===== src/rtl/fpga_word_entry_if.sv =====
// Output bundle of the word-entry block: committed word, staging view, FSM state and error pulse.
// The entry block drives it through the master modport; consumers use slave.
interface fpga_word_entry_if;
   logic [31:0] word;
   logic        word_valid;
   logic [31:0] staged;
   logic [1:0]  state;
   logic        err;

   modport master (
      output word,
      output word_valid,
      output staged,
      output state,
      output err
   );

   modport slave (
      input word,
      input word_valid,
      input staged,
      input state,
      input err
   );
endinterface


===== src/rtl/fpga_word_entry.sv =====
// Pushbutton synchronizer/debouncer plus a small FSM that builds a 32-bit word from the
// switch bank over one or two presses and commits it with a one-cycle valid pulse.
module fpga_word_entry #(
   parameter int unsigned DEBOUNCE_CYCLES = 1000000
) (
   input  logic                 CLK,
   input  logic                 nRST,
   input  logic [17:0]          SW,
   input  logic [3:0]           KEY,
   fpga_word_entry_if.master    out_if
);

   localparam int unsigned CntW = (DEBOUNCE_CYCLES < 1) ? 1 : $clog2(DEBOUNCE_CYCLES + 1);
   localparam logic [CntW-1:0] CntMax = CntW'(DEBOUNCE_CYCLES - 1);

   typedef enum logic [1:0] {
      StIdle     = 2'b00,
      StHaveLo   = 2'b01,
      StHaveBoth = 2'b10
   } state_e;

   logic [3:0]      sync1_q, sync1_d;
   logic [3:0]      sync2_q, sync2_d;
   logic [3:0]      stable_q, stable_d;
   logic [3:0]      press_q, press_d;
   logic [CntW-1:0] cnt_q [4];
   logic [CntW-1:0] cnt_d [4];

   state_e      state_q, state_d;
   logic [15:0] lo_q, lo_d;
   logic [15:0] hi_q, hi_d;
   logic [31:0] word_q, word_d;
   logic        valid_q, valid_d;
   logic        err_q, err_d;
   logic [15:0] ext;

   logic unused_sw;
   assign unused_sw = SW[16];

   // Debounce: a press event is registered on the edge the stable level falls to 0.
   always_comb begin
      sync1_d = KEY;
      sync2_d = sync1_q;
      for (int k = 0; k < 4; k++) begin
         stable_d[k] = stable_q[k];
         press_d[k]  = 1'b0;
         cnt_d[k]    = '0;
         if (sync2_q[k] != stable_q[k]) begin
            if (cnt_q[k] == CntMax) begin
               stable_d[k] = sync2_q[k];
               press_d[k]  = ~sync2_q[k];
            end else begin
               cnt_d[k] = cnt_q[k] + 1'b1;
            end
         end
      end
   end

   // Priority: clear > commit > load lo > load hi; any losing event flags err.
   always_comb begin
      state_d = state_q;
      lo_d    = lo_q;
      hi_d    = hi_q;
      word_d  = word_q;
      valid_d = 1'b0;
      err_d   = 1'b0;
      ext     = {16{lo_q[15] & SW[17]}};
      if (press_q[3]) begin
         lo_d    = '0;
         hi_d    = '0;
         state_d = StIdle;
         err_d   = |press_q[2:0];
      end else if (press_q[2]) begin
         err_d = |press_q[1:0];
         unique case (state_q)
            StHaveLo: begin
               word_d  = {ext, lo_q};
               valid_d = 1'b1;
               lo_d    = '0;
               hi_d    = '0;
               state_d = StIdle;
            end
            StHaveBoth: begin
               word_d  = {hi_q, lo_q};
               valid_d = 1'b1;
               lo_d    = '0;
               hi_d    = '0;
               state_d = StIdle;
            end
            default: err_d = 1'b1;
         endcase
      end else if (press_q[0]) begin
         err_d = press_q[1];
         lo_d  = SW[15:0];
         if (state_q == StIdle) state_d = StHaveLo;
      end else if (press_q[1]) begin
         if (state_q == StIdle) begin
            err_d = 1'b1;
         end else begin
            hi_d    = SW[15:0];
            state_d = StHaveBoth;
         end
      end
   end

   always_ff @(posedge CLK) begin
      if (!nRST) begin
         sync1_q  <= 4'hF;
         sync2_q  <= 4'hF;
         stable_q <= 4'hF;
         press_q  <= 4'h0;
         for (int k = 0; k < 4; k++) cnt_q[k] <= '0;
         state_q  <= StIdle;
         lo_q     <= '0;
         hi_q     <= '0;
         word_q   <= '0;
         valid_q  <= 1'b0;
         err_q    <= 1'b0;
      end else begin
         sync1_q  <= sync1_d;
         sync2_q  <= sync2_d;
         stable_q <= stable_d;
         press_q  <= press_d;
         for (int k = 0; k < 4; k++) cnt_q[k] <= cnt_d[k];
         state_q  <= state_d;
         lo_q     <= lo_d;
         hi_q     <= hi_d;
         word_q   <= word_d;
         valid_q  <= valid_d;
         err_q    <= err_d;
      end
   end

   assign out_if.word       = word_q;
   assign out_if.word_valid = valid_q;
   assign out_if.staged     = {hi_q, lo_q};
   assign out_if.state      = state_q;
   assign out_if.err        = err_q;

endmodule


===== src/flat_wrapper.sv =====
// flat-port wrapper written by rule: the top's interface ports become plain ports
module fpga_word_entry_flat 
#(
   parameter int unsigned DEBOUNCE_CYCLES = 1000000
)
  (CLK, nRST, SW, KEY, out_if_word, out_if_word_valid, out_if_staged, out_if_state, out_if_err);
  fpga_word_entry_if out_if_i ();
  input  logic CLK;
  input  logic nRST;
  input  logic [17:0] SW;
  input  logic [3:0] KEY;
  output wire logic [$bits(out_if_i.word)-1:0] out_if_word;
  output wire logic [$bits(out_if_i.word_valid)-1:0] out_if_word_valid;
  output wire logic [$bits(out_if_i.staged)-1:0] out_if_staged;
  output wire logic [$bits(out_if_i.state)-1:0] out_if_state;
  output wire logic [$bits(out_if_i.err)-1:0] out_if_err;
  assign out_if_word = out_if_i.word;
  assign out_if_word_valid = out_if_i.word_valid;
  assign out_if_staged = out_if_i.staged;
  assign out_if_state = out_if_i.state;
  assign out_if_err = out_if_i.err;
  fpga_word_entry #(.DEBOUNCE_CYCLES(DEBOUNCE_CYCLES)) u_core (.CLK(CLK), .nRST(nRST), .SW(SW), .KEY(KEY), .out_if(out_if_i));
endmodule

===== config.mk =====
export PLATFORM = sky130hd
export DESIGN_NAME = fpga_word_entry_flat
export DESIGN_NICKNAME = d
export VERILOG_FILES = /design/src/rtl/fpga_word_entry_if.sv /design/src/rtl/fpga_word_entry.sv /design/src/flat_wrapper.sv
export SDC_FILE = /design/constraint.sdc
export NUM_CORES = 1
export LEC_CHECK = 0
export CORE_ASPECT_RATIO = 0.8
export CORE_MARGIN = 10
export CORE_UTILIZATION = 54
export CTS_BUF_LIST = sky130_fd_sc_hd__clkbuf_16
export DETAILED_ROUTE_END_ITERATION = 12
export PLACE_DENSITY = 0.77
export SLEW_MARGIN = 5
export SYNTH_ARGS = -nofsm -noshare
export SYNTH_HDL_FRONTEND = slang
export SYNTH_SLANG_ARGS = --single-unit

===== constraint.sdc =====
create_clock -name CLK -period 2.6 [get_ports CLK]
set_input_delay 0.65 -clock CLK [delete_from_list [all_inputs] [get_ports CLK]]
set_output_delay 0.65 -clock CLK [all_outputs]
set_load 0.01 [all_outputs]

* Yosys cells after proc, flatten, opt, wreduce, memory -nomap -nowiden *
Memory sizes are Yosys's and may differ from the RTL's.
Cells that the tools add are included.

word-level totals
  bits in registers = 84
  bits in writable memories = 80
  input bits = 24
  output and inout port bits = 68
  logic and storage cells = 105
  memories kept = 1

memories
  memory        words  width  read ports  clocked after Yosys merged registers in  wr ports  line                   source
  u_core.cnt_q  4      20     4           0                                        4         fpga_word_entry.sv:26  logic [CntW-1:0] cnt_q [4];

cells by class
  add/subtract/negate cells = 4
  equality and inequality tests = 15
  multiplexer cells = 35
  bitwise operators = 12
  reduce and logical (&&, ||, !) cells = 22

operators by type and width
  cell                                           count
  2-to-1 mux 20 bit                              12
  2-to-1 mux 16 bit                              7
  adder 20 x 1 -> 20 bit, second input constant  4
  == test 20 bit, second input constant          4
  one-hot mux 32 bit (2 select lines)            1
  AND reduction 3 bit                            5
  2-to-1 mux 2 bit                               6
  AND reduction 2 bit                            5
  2-to-1 mux 1 bit                               9
  AND reduction 4 bit                            2
  inverter 1 bit                                 7
  nonzero test 2 bit                             3
  OR reduction 2 bit                             3
  OR reduction 3 bit                             2
  != test 1 bit                                  4
  != test 2 x 1 -> 1 bit, second input constant  2
  bitwise OR 1 bit                               4
  != test 3 x 1 -> 1 bit, second input constant  1
  != test 3 x 2 -> 1 bit, second input constant  1
  nonzero test 3 bit                             1
  == test 2 x 1 -> 1 bit, second input constant  1
  == test 2 bit, second input constant           1
  logical NOT 2 bit                              1
  != test 2 bit, second input constant           1
  AND 1 bit                                      1

* Longest topological paths before layout *
  depth in word-level cells = 6
  mapped depth = 8
  depth with buffers taken out = 6

* Least setup slack after synthesis *
No wires, ideal clock.

  path kind = reg2reg
  start = reg u_core.state_q[0] (netlist: u_core.out_if.state[0])
  end = reg u_core.word_q[19] (netlist: u_core.out_if.word[19])
  data arrival time = 2.002 ns
  required time = 2.478 ns
  slack = 0.476 ns
  stages on the path, launching flop included = 9
  buffers on the path = 2
  clock period less this slack = 2.124 ns
  path through = dfxtp_1 inv_1 ha_1 nand2_1 or2_2 clkbuf_1 a31oi_1 buf_2 a21oi_1

between the ends
  word-level cells in the longest chain between the ends = 3
  elaborated cells between the ends (all ways) = 5

RTL lines
  item                                                     line                    source
  from (decl)                                              fpga_word_entry.sv:29   state_e state_q, state_d;
  from (signal assigned)                                   fpga_word_entry.sv:113  state_q <= StIdle;
  from (signal assigned)                                   fpga_word_entry.sv:125  state_q <= state_d;
  == test 2 x 1 -> 1 bit or == test 2 bit (tied branches)  fpga_word_entry.sv:75   unique case (state_q)
  nonzero test 2 bit (no line)                             -
  AND reduction 3 bit (no line)                            -
  to (signal assigned)                                     fpga_word_entry.sv:128  word_q <= word_d;
  to (decl)                                                fpga_word_entry.sv:32   logic [31:0] word_q, word_d;

Parallel ways exist; a longest one is shown, timed or not. The select of a mux whose other input is x is not followed.
A chain may end at the register's enable or synchronous reset.

==> results.json <==
{
  "crit_type": "reg -> reg",
  "fin_util": 0.681,
  "pwr-share-clk": 0.487,
  "first_iter_violations": 441,
  "ys_ff_latch": 164,
  "switching_share": 0.205,
  "reg2reg_slack_ns": 0.45,
  "maxCapViolations": 0,
  "cp-end-kind": "flip-flop",
  "worst_slew_pin_slew_ns": 0.758,
  "wl_per_cell_um": 16.2,
  "holdBufCountCts": 0,
  "cts_buffers": 17,
  "gr-total-overflow": 0,
  "postRouteWirelength_mm": 15.9,
  "p_per_area_nw_per_um2": 622,
  "period_share": 0.827,
  "htree_num_levels": 4,
  "dpl.hpwl_mm": 11.4,
  "setup_viol": 0,
  "synth_most_common_cell": "dfxtp_1",
  "cts_buffer_depth": 2,
  "synth_top_area_share": 0.498,
  "clock_latency_ns": 0.42,
  "status": "finished clean",
  "netSwitchingPower_mw": 1.05,
  "hold_path_class": "reg -> reg",
  "clk_pin_slew_ns": 0.06,
  "vdd_drop_max_mv": 0.432,
  "grt_pass1_wl_mm": 26.1,
  "ios": 92,
  "cts_setup_buffers": 0,
  "p_leak_nw": 2.63,
  "synth_area_um2": 6600,
  "grt_pass1_vias": 5200,
  "grt_max_degree": 33,
  "ys_warn_count": 0,
  "final_layout_size_suffix_gt1_frac": 0.0915,
  "worstPathArrival_ns": 2.43,
  "p_total_mw": 5.11,
  "antenna_found_initial": 0,
  "diodes": 0,
  "seq_power_share": 0.494,
  "synth_edf_count": 0,
  "cts.sinks": 164,
  "fin_cells": 983,
  "fmax_mhz": 465,
  "die_h_um": 119,
  "synthTopCellsByArea": "dfxtp_1 50%, xnor2_1 4.9%, nor2_1 4.6%",
  "root_buffer": "clkbuf_16",
  "antenna_left": 0,
  "yosysTopAreaCell": "dfxtp_1",
  "fin_tns_setup_ns": 0,
  "tritoncts": "yes",
  "min_period_ns": 2.15,
  "syn_to_final_growth_pct": 24.6,
  "required_ns": 2.88,
  "critPathMaxFanout": 19,
  "cts_resized": 0,
  "drc": 0,
  "synth_seq_area_share": 0.498,
  "die_x_um": 144,
  "syn-num-nets": 759,
  "fillers": 935,
  "dieArea_um2": 17100,
  "hold_viol_final": 0,
  "grt_usage": 0.186,
  "syn_area_per_cell_um2": 9.05,
  "start_util": 0.546,
  "synth.distinct_cells": 55,
  "vias_per_cell": 5.69,
  "comb_power_share": 0.018,
  "dp.cells": 951,
  "portBuffers": 90,
  "synthFlopType": "dfxtp_1",
  "core-area_um2": 12100,
  "rows": 36,
  "netlist_instances": 729,
  "nets": 848,
  "async_reset_ff_frac": 0,
  "fin_worst_skew_ns": 0.0120,
  "slew_viol_final": 0,
  "vias": 5594,
  "start_kind": "flip-flop",
  "ys_top_cells_by_count": "164 x dfxtp_1, 80 x nor2_1, 71 x nand2_1, 46 x a21oi_1, 37 x xnor2_1",
  "firstDrtPassIters": 5,
  "slew_headroom": 0.495,
  "gp_congestion": 0.836,
  "p_int_mw": 4.06,
  "rsz0062_at_grt": "false"
}
## path summary, 6_finish.rpt
kind	from	to	depth (start not counted)
max	u_core.cnt_q[3][10]	u_core.cnt_q[3][14]	4
min	u_core.sync1_q[1]	u_core.sync2_q[1]	1
max reg2reg	u_core.cnt_q[3][10]	u_core.cnt_q[3][14]	4
min reg2reg	u_core.sync1_q[1]	u_core.sync2_q[1]	1
## flip-flops by register name, indices dropped and copies added, names as in the netlist
| name | cells |
|---|---|
| u_core.out_if.word | 32 |
| u_core.hi_q | 16 |
| u_core.out_if.err | 1 |
| u_core.sync2_q | 4 |
| u_core.cnt_q | 80 |
| u_core.stable_q | 4 |
| u_core.press_q | 4 |
| u_core.sync1_q | 4 |
| u_core.lo_q | 16 |
| u_core.out_if.word_valid | 1 |
| u_core.out_if.state | 2 |
## final cells by class
cell class | instances | area, um2 | area share
multi-input combinational | 511 | 3080 | 0.375
clock buffer | 17 | 425 | 0.0518
sequential | 164 | 3280 | 0.399
tap | 152 | 190 | 0.0231
inverter | 21 | 78.8 | 0.00959
timing repair buffer | 103 | 998 | 0.121
clock inverter | 15 | 164 | 0.0199
## logic make-up after synthesis
group / after synthesis / synth area share
AO/OA/AOI/OAI: 135 / 0.131
XOR/XNOR: 59 / 0.0784
adder cells (fa/ha/maj): 6 / 0.0114
buffers and inverters: 54 / 0.0357
flip-flops: 164 / 0.498
AND/OR/NAND/NOR: 311 / 0.245
## worst max-delay path, cell delays in order, from the launching register on
cell and delay [ns]:
dfxtp_1 0.33, or4b_2 0.68, nor4_2 0.31, a21o_1 0.58
nor2_1 0.12
## routing by layer
| layer | GRT usage | wire [um] |
|---|---|---|
| met5 | 0 | 0 |
| met4 | 0.0541 | 125 |
| met3 | 0.0477 | 879 |
| met2 | 0.296 | 7610 |
| met1 | 0.243 | 7320 |
## power by group through the flow
stage          Combinational [mW]  Clock (mW)  Sequential (mW)
6_report                   0.0940        2.49             2.53
5_1_grt                     0.101        2.63             2.52
4_1_cts                    0.0941        2.52             2.53
3_5_place_dp               0.0928           0             2.58
3_3_place_gp               0.0915           0             2.58
2_1_floorplan              0.0396           0             2.58
## through the flow
step / hold slack, ns / setup WS, ns / cell area [um2]
after floorplan: 0.386 / 0.476 / 6600
after global placement: 0.392 / 0.447 / 7630
after detailed placement: 0.395 / 0.397 / 7630
after CTS: 0.409 / 0.429 / 8220
after global routing: 0.432 / 0.290 / 8220
final: 0.406 / 0.449 / 8220
## cell usage in the layout (no fill, tap or decap), drive strengths merged, types with 8 or more instances in the layout
cell type      count
a21oi             52
a22o              16
a22oi             17
and4               9
buf               13
clkbuf            17
clkdlybuf4s50     90
clkinv             8
dfxtp            164
inv               23
nand2             71
nand2b            10
nand3             30
nand4             25
nor2              94
nor3              14
nor4              14
o21ai             30
or3               10
or4                9
xnor2             37
xor2              22
Power figures use the tool's default switching activity.
